$ cat src/rtl/msdft_bin_ctrl.sv
// Sequencer for one MSDFT bin: owns the datapath length and reset, gates input valids
// and hides outputs from partly filled windows. Optional framing via MSDFT_BIN_CTRL_FRAME_EN.
module msdft_bin_ctrl #(
  parameter int DFT_LEN    = 128,
  parameter int PIPE_LAT   = 8,
  parameter int RST_CYCLES = 2,
  parameter int DROP_WIDTH = 16
) (
  input  logic                  clk,
  input  logic                  rst,
  input  logic [31:0]           cfg_len,
  input  logic                  cfg_valid,
  output logic                  cfg_ready,
  output logic                  cfg_err,
  input  logic                  din_valid,
  output logic                  dp_din_valid,
  output logic                  dp_rst,
  output logic [31:0]           dp_delay_line,
  input  logic                  dp_dout_valid,
  output logic                  dout_valid,
  output logic                  busy,
  output logic [DROP_WIDTH-1:0] drop_cnt
`ifdef MSDFT_BIN_CTRL_FRAME_EN
  ,
  output logic                  frame_tick,
  output logic [31:0]           frame_cnt
`endif
);

  localparam int FILL_W  = (DFT_LEN > 2) ? $clog2(DFT_LEN) : 1;
  localparam int SEQ_MAX = (PIPE_LAT > RST_CYCLES) ? PIPE_LAT : RST_CYCLES;
  localparam int SEQ_W   = $clog2(SEQ_MAX + 1);

  localparam logic [SEQ_W-1:0] DRAIN_LAST = SEQ_W'(PIPE_LAT - 1);
  localparam logic [SEQ_W-1:0] RST_LAST   = SEQ_W'(RST_CYCLES - 1);
  localparam logic [31:0]      LEN_MAX    = 32'(DFT_LEN - 1);

  typedef enum logic [1:0] {
    ST_DRAIN,
    ST_RESET,
    ST_FILL,
    ST_RUN
  } state_e;

  state_e                  state_q, state_d;
  logic [SEQ_W-1:0]        seq_cnt_q, seq_cnt_d;
  logic [FILL_W-1:0]       fill_cnt_q, fill_cnt_d;
  logic [31:0]             pend_len_q, pend_len_d;
  logic [31:0]             dl_q, dl_d;
  logic                    cfg_err_q, cfg_err_d;
  logic [DROP_WIDTH-1:0]   drop_cnt_q, drop_cnt_d;
  logic                    dp_rst_q;
  logic                    cfg_ready_q;
  logic                    busy_q;

  logic cfg_accept;
  logic len_ok;
  logic cfg_go;
  logic fill_last;
  logic dropping;

  assign cfg_accept = cfg_valid & cfg_ready_q;
  assign len_ok     = (cfg_len != 32'd0) && (cfg_len <= LEN_MAX);
  assign cfg_go     = cfg_accept & len_ok;
  assign fill_last  = (32'(fill_cnt_q) == dl_q);
  assign dropping   = din_valid && ((state_q == ST_DRAIN) || (state_q == ST_RESET));

  // NOTE: every variable gets a default before the case so no path leaves it unassigned
  // and no latch is inferred.
  always_comb begin
    state_d      = state_q;
    seq_cnt_d    = seq_cnt_q;
    fill_cnt_d   = fill_cnt_q;
    pend_len_d   = pend_len_q;
    dl_d         = dl_q;
    cfg_err_d    = cfg_err_q;
    drop_cnt_d   = drop_cnt_q;
    dp_din_valid = 1'b0;
    dout_valid   = 1'b0;

    case (state_q)
      ST_DRAIN: begin
        if (seq_cnt_q == DRAIN_LAST) begin
          state_d   = ST_RESET;
          seq_cnt_d = '0;
          dl_d      = pend_len_q;
        end else begin
          seq_cnt_d = seq_cnt_q + 1'b1;
        end
      end
      ST_RESET: begin
        if (seq_cnt_q == RST_LAST) begin
          state_d    = ST_FILL;
          seq_cnt_d  = '0;
          fill_cnt_d = '0;
        end else begin
          seq_cnt_d = seq_cnt_q + 1'b1;
        end
      end
      ST_FILL: begin
        dp_din_valid = din_valid;
        // A new length abandons the fill, including a window completing this cycle.
        if (cfg_go) begin
          state_d   = ST_DRAIN;
          seq_cnt_d = '0;
        end else if (dp_dout_valid) begin
          if (fill_last) begin
            dout_valid = 1'b1;
            state_d    = ST_RUN;
          end else begin
            fill_cnt_d = fill_cnt_q + 1'b1;
          end
        end
      end
      ST_RUN: begin
        dp_din_valid = din_valid;
        dout_valid   = dp_dout_valid;
        if (cfg_go) begin
          state_d   = ST_DRAIN;
          seq_cnt_d = '0;
        end
      end
      default: begin
        state_d   = ST_RESET;
        seq_cnt_d = '0;
      end
    endcase

    if (cfg_accept) begin
      cfg_err_d = ~len_ok;
      if (len_ok) pend_len_d = cfg_len;
    end

    if (dropping && (drop_cnt_q != '1)) drop_cnt_d = drop_cnt_q + 1'b1;
  end

  // NOTE: state is updated with non-blocking assignments so all registers sample
  // the same pre-edge values.
  always_ff @(posedge clk or negedge rst) begin
    if (!rst) begin
      state_q     <= ST_RESET;
      seq_cnt_q   <= '0;
      fill_cnt_q  <= '0;
      pend_len_q  <= LEN_MAX;
      dl_q        <= LEN_MAX;
      cfg_err_q   <= 1'b0;
      drop_cnt_q  <= '0;
      dp_rst_q    <= 1'b1;
      cfg_ready_q <= 1'b0;
      busy_q      <= 1'b1;
    end else begin
      state_q     <= state_d;
      seq_cnt_q   <= seq_cnt_d;
      fill_cnt_q  <= fill_cnt_d;
      pend_len_q  <= pend_len_d;
      dl_q        <= dl_d;
      cfg_err_q   <= cfg_err_d;
      drop_cnt_q  <= drop_cnt_d;
      dp_rst_q    <= (state_d == ST_RESET);
      cfg_ready_q <= (state_d == ST_FILL) || (state_d == ST_RUN);
      busy_q      <= (state_d != ST_RUN);
    end
  end

  assign cfg_ready     = cfg_ready_q;
  assign cfg_err       = cfg_err_q;
  assign dp_rst        = dp_rst_q;
  assign dp_delay_line = dl_q;
  assign busy          = busy_q;
  assign drop_cnt      = drop_cnt_q;

`ifdef MSDFT_BIN_CTRL_FRAME_EN
  logic [FILL_W-1:0] frame_mod_q, frame_mod_d;
  logic [31:0]       frame_cnt_q;

  // The fill-completing output is window #1, so the modulo count starts at zero there.
  always_comb begin
    frame_mod_d = frame_mod_q;
    frame_tick  = dout_valid && (frame_mod_q == '0);
    if ((state_q == ST_DRAIN) || (state_q == ST_RESET)) begin
      frame_mod_d = '0;
    end else if (dout_valid) begin
      frame_mod_d = (32'(frame_mod_q) == dl_q) ? '0 : frame_mod_q + 1'b1;
    end
  end

  always_ff @(posedge clk or negedge rst) begin
    if (!rst) begin
      frame_mod_q <= '0;
      frame_cnt_q <= '0;
    end else begin
      frame_mod_q <= frame_mod_d;
      if (frame_tick) frame_cnt_q <= frame_cnt_q + 32'd1;
    end
  end

  assign frame_cnt = frame_cnt_q;
`endif

endmodule
$ cat config.mk
export PLATFORM = sky130hd
export DESIGN_NAME = msdft_bin_ctrl
export DESIGN_NICKNAME = d
export VERILOG_FILES = /design/src/rtl/msdft_bin_ctrl.sv
export SDC_FILE = /design/constraint.sdc
export NUM_CORES = 1
export LEC_CHECK = 0
export CAP_MARGIN = 20
export CORE_MARGIN = 4
export CORE_UTILIZATION = 54
export DETAILED_ROUTE_END_ITERATION = 8
export PLACE_DENSITY = 0.85
export SKIP_CTS_REPAIR_TIMING = 1
export SLEW_MARGIN = 20
export SYNTH_ARGS = -nofsm -noshare
export SYNTH_HDL_FRONTEND = slang
export SYNTH_SLANG_ARGS = --single-unit
$ cat constraint.sdc
create_clock -name clk -period 4.6 [get_ports clk]
set_input_delay 0.92 -clock clk [delete_from_list [all_inputs] [get_ports clk]]
set_output_delay 0.92 -clock clk [all_outputs]
set_load 0.01 [all_outputs]
==> report_table.html <==
<table>
<tr><th>Metric</th><th>Value</th></tr>
<tr><th colspan="2">GRT</th></tr>
<tr><td>Maximum number of pins on one net before global-route repair</td><td>between 70 and 80</td></tr>
<tr><td>Via count of the first global-routing pass</td><td>2,976</td></tr>
<tr><td>First-pass GRT wire length</td><td>between 10,000 and 15,000 µm</td></tr>
<tr><td>Aggregate global routing overflow</td><td>0</td></tr>
<tr><td>Antenna violations before repair</td><td>0</td></tr>
<tr><td>Tot GR Track Use</td><td>between 20% and 30%</td></tr>
<tr><th colspan="2">Logic synthesis</th></tr>
<tr><td>Sequential element share of the synthesized area</td><td>59.6%</td></tr>
<tr><td>Synth Instances</td><td>323</td></tr>
<tr><td>Area share of the largest cell type after synthesis</td><td>48.6%</td></tr>
<tr><td>Number of different library cells in the post-synthesis netlist</td><td>42</td></tr>
<tr><td>Most area-hungry cell type in the Yosys netlist</td><td>sky130_fd_sc_hd__dfrtp_1</td></tr>
<tr><td>Proportion of register bits with asynchronous set or reset after synthesis</td><td>100%</td></tr>
<tr><td>Number of warnings reported in the yosys synthesis log</td><td>0</td></tr>
<tr><td>Net Count, Synth</td><td>364</td></tr>
<tr><td>Most used flip-flop cell after synthesis</td><td>sky130_fd_sc_hd__dfrtp_1</td></tr>
<tr><td>Number of enable flip-flop cells after synthesis</td><td>0</td></tr>
<tr><td>Seq cells post-synth</td><td>96</td></tr>
<tr><td>Avg Inst Size Synth</td><td>between 10 and 15 µm²</td></tr>
<tr><td>Cell types with the largest area share after synthesis</td><td>sky130_fd_sc_hd__dfrtp_1 (49%), sky130_fd_sc_hd__mux2_2 (11%), sky130_fd_sc_hd__dfstp_2 (11%)</td></tr>
<tr><td>Summed instance area of the synthesized netlist</td><td>4070 µm²</td></tr>
<tr><th colspan="2">Floorplan</th></tr>
<tr><td>X dimension of the die</td><td>94.8 µm</td></tr>
<tr><td>DIE HEIGHT</td><td>94.8 µm</td></tr>
<tr><td>Die footprint</td><td>8990 µm²</td></tr>
<tr><td>Core Region</td><td>7290 µm²</td></tr>
<tr><td>Initial Utilization</td><td>55.8%</td></tr>
<tr><td>FP Rows</td><td>31</td></tr>
<tr><td>Number of top-level pins</td><td>91</td></tr>
<tr><th colspan="2">Critical path</th></tr>
<tr><td>Reg-to-Reg End</td><td>fill_cnt_q[4]</td></tr>
<tr><td>Ordered list of cells on the worst path</td><td>clkdlybuf4s50_1 -&gt; or4_1 -&gt; nor4_2 -&gt; nor3_4 -&gt; inv_1 -&gt; a21oi_1 -&gt; nor2_1 -&gt; clkdlybuf4s50_1</td></tr>
<tr><td>Crit path capture type</td><td>primary output</td></tr>
<tr><td>Most used cell, CP</td><td>sky130_fd_sc_hd__clkdlybuf4s50_1</td></tr>
<tr><td>Critical path buffers and inverters</td><td>3</td></tr>
<tr><td>Number of cells on the worst reg-to-reg path</td><td>6</td></tr>
<tr><td>Setup slack, reg-to-reg</td><td>2.20 ns</td></tr>
<tr><td>Crit-path max FO</td><td>2</td></tr>
<tr><td>CP max-delay cell</td><td>sky130_fd_sc_hd__or4_1</td></tr>
<tr><td>Critical path's top delay family</td><td>simple AND/OR/NAND/NOR gates</td></tr>
<tr><td>CP Launch Point</td><td>cfg_len[2]</td></tr>
<tr><td>Startpoint of the lowest-slack register-to-register path</td><td>cfg_ready</td></tr>
<tr><td>Data arrival at the endpoint of the critical path</td><td>3.16 ns</td></tr>
<tr><td>Worst Path Class, Setup</td><td>primary input to primary output</td></tr>
<tr><td>Required time worst endpoint</td><td>between 3 and 4 ns</td></tr>
<tr><td>CP peak stage delay</td><td>0.56 ns</td></tr>
<tr><td>Startpoint class of the critical path</td><td>primary input</td></tr>
<tr><th colspan="2">Detailed routing</th></tr>
<tr><td>Via density</td><td>5.46</td></tr>
<tr><td>Via count</td><td>about 2.9k</td></tr>
<tr><td>Initial DRC Count</td><td>112</td></tr>
<tr><td>Pre-antenna DRT Iters</td><td>5</td></tr>
<tr><td>Total routed wirelength</td><td>8560 µm</td></tr>
<tr><td>Wire per inst</td><td>16.3 µm</td></tr>
<tr><td>Number of nets with antenna violations after routing</td><td>0</td></tr>
<tr><td>Number of remaining DRC errors</td><td>0</td></tr>
<tr><th colspan="2">Timing</th></tr>
<tr><td>Clock Skew</td><td>~0.012 ns</td></tr>
<tr><td>Number of max-slew violations in the final report</td><td>0</td></tr>
<tr><td>Count of final hold-check violations</td><td>0</td></tr>
<tr><td>Actual transition at the worst max-transition pin</td><td>0.841 ns</td></tr>
<tr><td>Final critical delay including setup and external delays</td><td>4.08 ns</td></tr>
<tr><td>Sum Neg Setup Slack</td><td>0 ns</td></tr>
<tr><td>Relative slew slack</td><td>43.9%</td></tr>
<tr><td>Setup violators final</td><td>0</td></tr>
<tr><td>Fin crit share</td><td>88.7%</td></tr>
<tr><td>Peak clock frequency supported by timing</td><td>245 MHz</td></tr>
<tr><td>Setup repair after global routing missed its margin</td><td>no</td></tr>
<tr><th colspan="2">Clocking</th></tr>
<tr><td>Clock buffers created by TritonCTS</td><td>9</td></tr>
<tr><td>Root buffer cell</td><td>sky130_fd_sc_hd__clkbuf_8</td></tr>
<tr><td>Sink count of the clock tree</td><td>96</td></tr>
<tr><td>Clock transition at the register clock pins on the worst setup and hold paths after CTS</td><td>~0.09 ns</td></tr>
<tr><td>Clock Latency Late Sink</td><td>0.35 ns</td></tr>
<tr><td>Clock tree from TritonCTS</td><td>yes</td></tr>
<tr><td>Number of levels in the clock H-tree</td><td>3</td></tr>
<tr><td>Worst-case clock buffer depth</td><td>2</td></tr>
<tr><th colspan="2">Layout</th></tr>
<tr><td>Non-filler instance count after layout</td><td>524</td></tr>
<tr><td>Diodes inserted</td><td>0</td></tr>
<tr><td>Share of final-layout standard cells stronger than drive strength 1</td><td>roughly a fifth</td></tr>
<tr><td>Final net count</td><td>461</td></tr>
<tr><td>Area Growth Syn to Fin</td><td>30.8%</td></tr>
<tr><td>Storage element area</td><td>2420 µm²</td></tr>
<tr><td>Area of the multi-input gates</td><td>1600 µm²</td></tr>
<tr><td>Layout filler cell count</td><td>520</td></tr>
<tr><th colspan="2">Power</th></tr>
<tr><td>Peak supply drop</td><td>0.228 mV</td></tr>
<tr><td>Power consumption</td><td>1.79 mW</td></tr>
<tr><td>Cell leakage power</td><td>2.38 nW</td></tr>
<tr><td>Power per cell area</td><td>336 nW/µm²</td></tr>
<tr><th colspan="2">Outcome</th></tr>
<tr><td>Result of the run</td><td>complete, no violations</td></tr>
<tr><th colspan="2">Worst hold path</th></tr>
<tr><td>Hold worst-path end</td><td>drop_cnt[15]</td></tr>
<tr><td>Classification of the worst-slack hold path</td><td>flip-flop to flip-flop</td></tr>
<tr><td>Hold path start</td><td>drop_cnt[15]</td></tr>
<tr><td>Worst hold path stage count</td><td>1</td></tr>
<tr><th colspan="2">Placement</th></tr>
<tr><td>Sum of net half-perimeters after detailed placement</td><td>6060 µm</td></tr>
<tr><td>IO Port Bufs</td><td>90</td></tr>
<tr><td>Routability-driven placement congestion ratio</td><td>~0.86</td></tr>
<tr><td># placed instances</td><td>508</td></tr>
<tr><th colspan="2">Flow run</th></tr>
<tr><td>Max-cap violation count</td><td>0</td></tr>
</table>
## registers in the layout, summed over array words and instances (netlist names)
name           count
cfg_ready          1
dp_delay_line     32
dp_rst             1
state_q            1
busy               1
drop_cnt          16
fill_cnt_q         7
pend_len_q        32
cfg_err            1
seq_cnt_q          4
## where the power goes
group | internal [mW] | switching, mW
Clock | 0.317 | 0.303
Combinational | 0.119 | 0.104
Sequential | 0.890 | 0.0526
Total | 1.33 | 0.460
## cell families (layout without fill, tap and decap cells)
logic type,after synthesis,after routing,share of synthesized area [%]
and+or+nand+nor,119,119,17.3
DFF,96,96,59.6
AOI/OAI and AO/OA,28,28,4.43
adders and majority gates,4,4,1.23
muxes,42,42,11.6
buffers and inverters,13,115,1.35
xor gates and xnor gates,21,21,4.52
## how the worst max path moves through the flow
stage                     depth (start not counted)    endpoint  slack, ns
final                                             8  dout_valid       0.52
after detailed placement                          8  dout_valid       0.50
after global routing                              8  dout_valid       0.36
after CTS                                         8  dout_valid       0.50
after floorplan                                   7  dout_valid       1.34
after global placement                            8  dout_valid       0.56
## through the flow
step | hold WS [ns] | utilization (%) | setup WS (ns) | area, µm²
final | 0.493 | 73.0 | 0.520 | 5320
after global routing | 0.522 | 73.0 | 0.361 | 5320
after global placement | 0.476 | 69.9 | 0.557 | 5100
after detailed placement | 0.478 | 69.9 | 0.504 | 5100
after CTS | 0.498 | 73.0 | 0.497 | 5320
after floorplan | 0.458 | - | 1.34 | 4070
## synth_stat cells (3+ instances only)
| cell | number |
|---|---|
| sky130_fd_sc_hd__clkbuf_1 | 3 |
| sky130_fd_sc_hd__o31ai_1 | 3 |
| sky130_fd_sc_hd__and4_1 | 4 |
| sky130_fd_sc_hd__inv_1 | 5 |
| sky130_fd_sc_hd__nor3_1 | 4 |
| sky130_fd_sc_hd__buf_2 | 5 |
| sky130_fd_sc_hd__nor4_1 | 11 |
| sky130_fd_sc_hd__dfstp_2 | 17 |
| sky130_fd_sc_hd__nand4_1 | 9 |
| sky130_fd_sc_hd__a21oi_1 | 6 |
| sky130_fd_sc_hd__mux2_2 | 40 |
| sky130_fd_sc_hd__xor2_1 | 7 |
| sky130_fd_sc_hd__nor2_1 | 14 |
| sky130_fd_sc_hd__dfrtp_1 | 79 |
| sky130_fd_sc_hd__nand3_1 | 10 |
| sky130_fd_sc_hd__o21ai_0 | 7 |
| sky130_fd_sc_hd__and3_1 | 3 |
| sky130_fd_sc_hd__xnor2_1 | 14 |
| sky130_fd_sc_hd__nor2b_1 | 29 |
| sky130_fd_sc_hd__nand2b_1 | 4 |
| sky130_fd_sc_hd__nand2_1 | 16 |
| sky130_fd_sc_hd__ha_1 | 4 |
## cell type report
type | count | area share, %
clock buffer | 10 | 2.40
clock inverter | 6 | 1.83
inverter | 5 | 0.353
multi-input combinational | 214 | 30.1
sequential | 96 | 45.5
tap | 99 | 2.33
timing repair buffer | 94 | 17.4
## cell usage in the layout, fill, tap and decap left out, types with 9 or more instances in the layout
cell type,netlist,routed
sky130_fd_sc_hd__nand4_1,9,9
sky130_fd_sc_hd__nor2_1,14,14
sky130_fd_sc_hd__xnor2_1,14,14
sky130_fd_sc_hd__dfstp_2,17,17
sky130_fd_sc_hd__mux2_2,40,40
sky130_fd_sc_hd__nand2_1,16,16
sky130_fd_sc_hd__nand3_1,10,10
sky130_fd_sc_hd__nor4_1,11,11
sky130_fd_sc_hd__nor2b_1,29,29
sky130_fd_sc_hd__dfrtp_1,79,79
sky130_fd_sc_hd__clkdlybuf4s50_1,0,89
sky130_fd_sc_hd__clkbuf_8,0,9
## metal layers
layer	up-vias	wire [µm]	track usage [%]
li1	1346	-	-
met1	1430	3830	28.5
met2	68	4200	33.5
met3	15	385	3.43
met4	0	154	8.17
met5	-	0	0
Note: power is estimated with default switching activity, not from simulation.
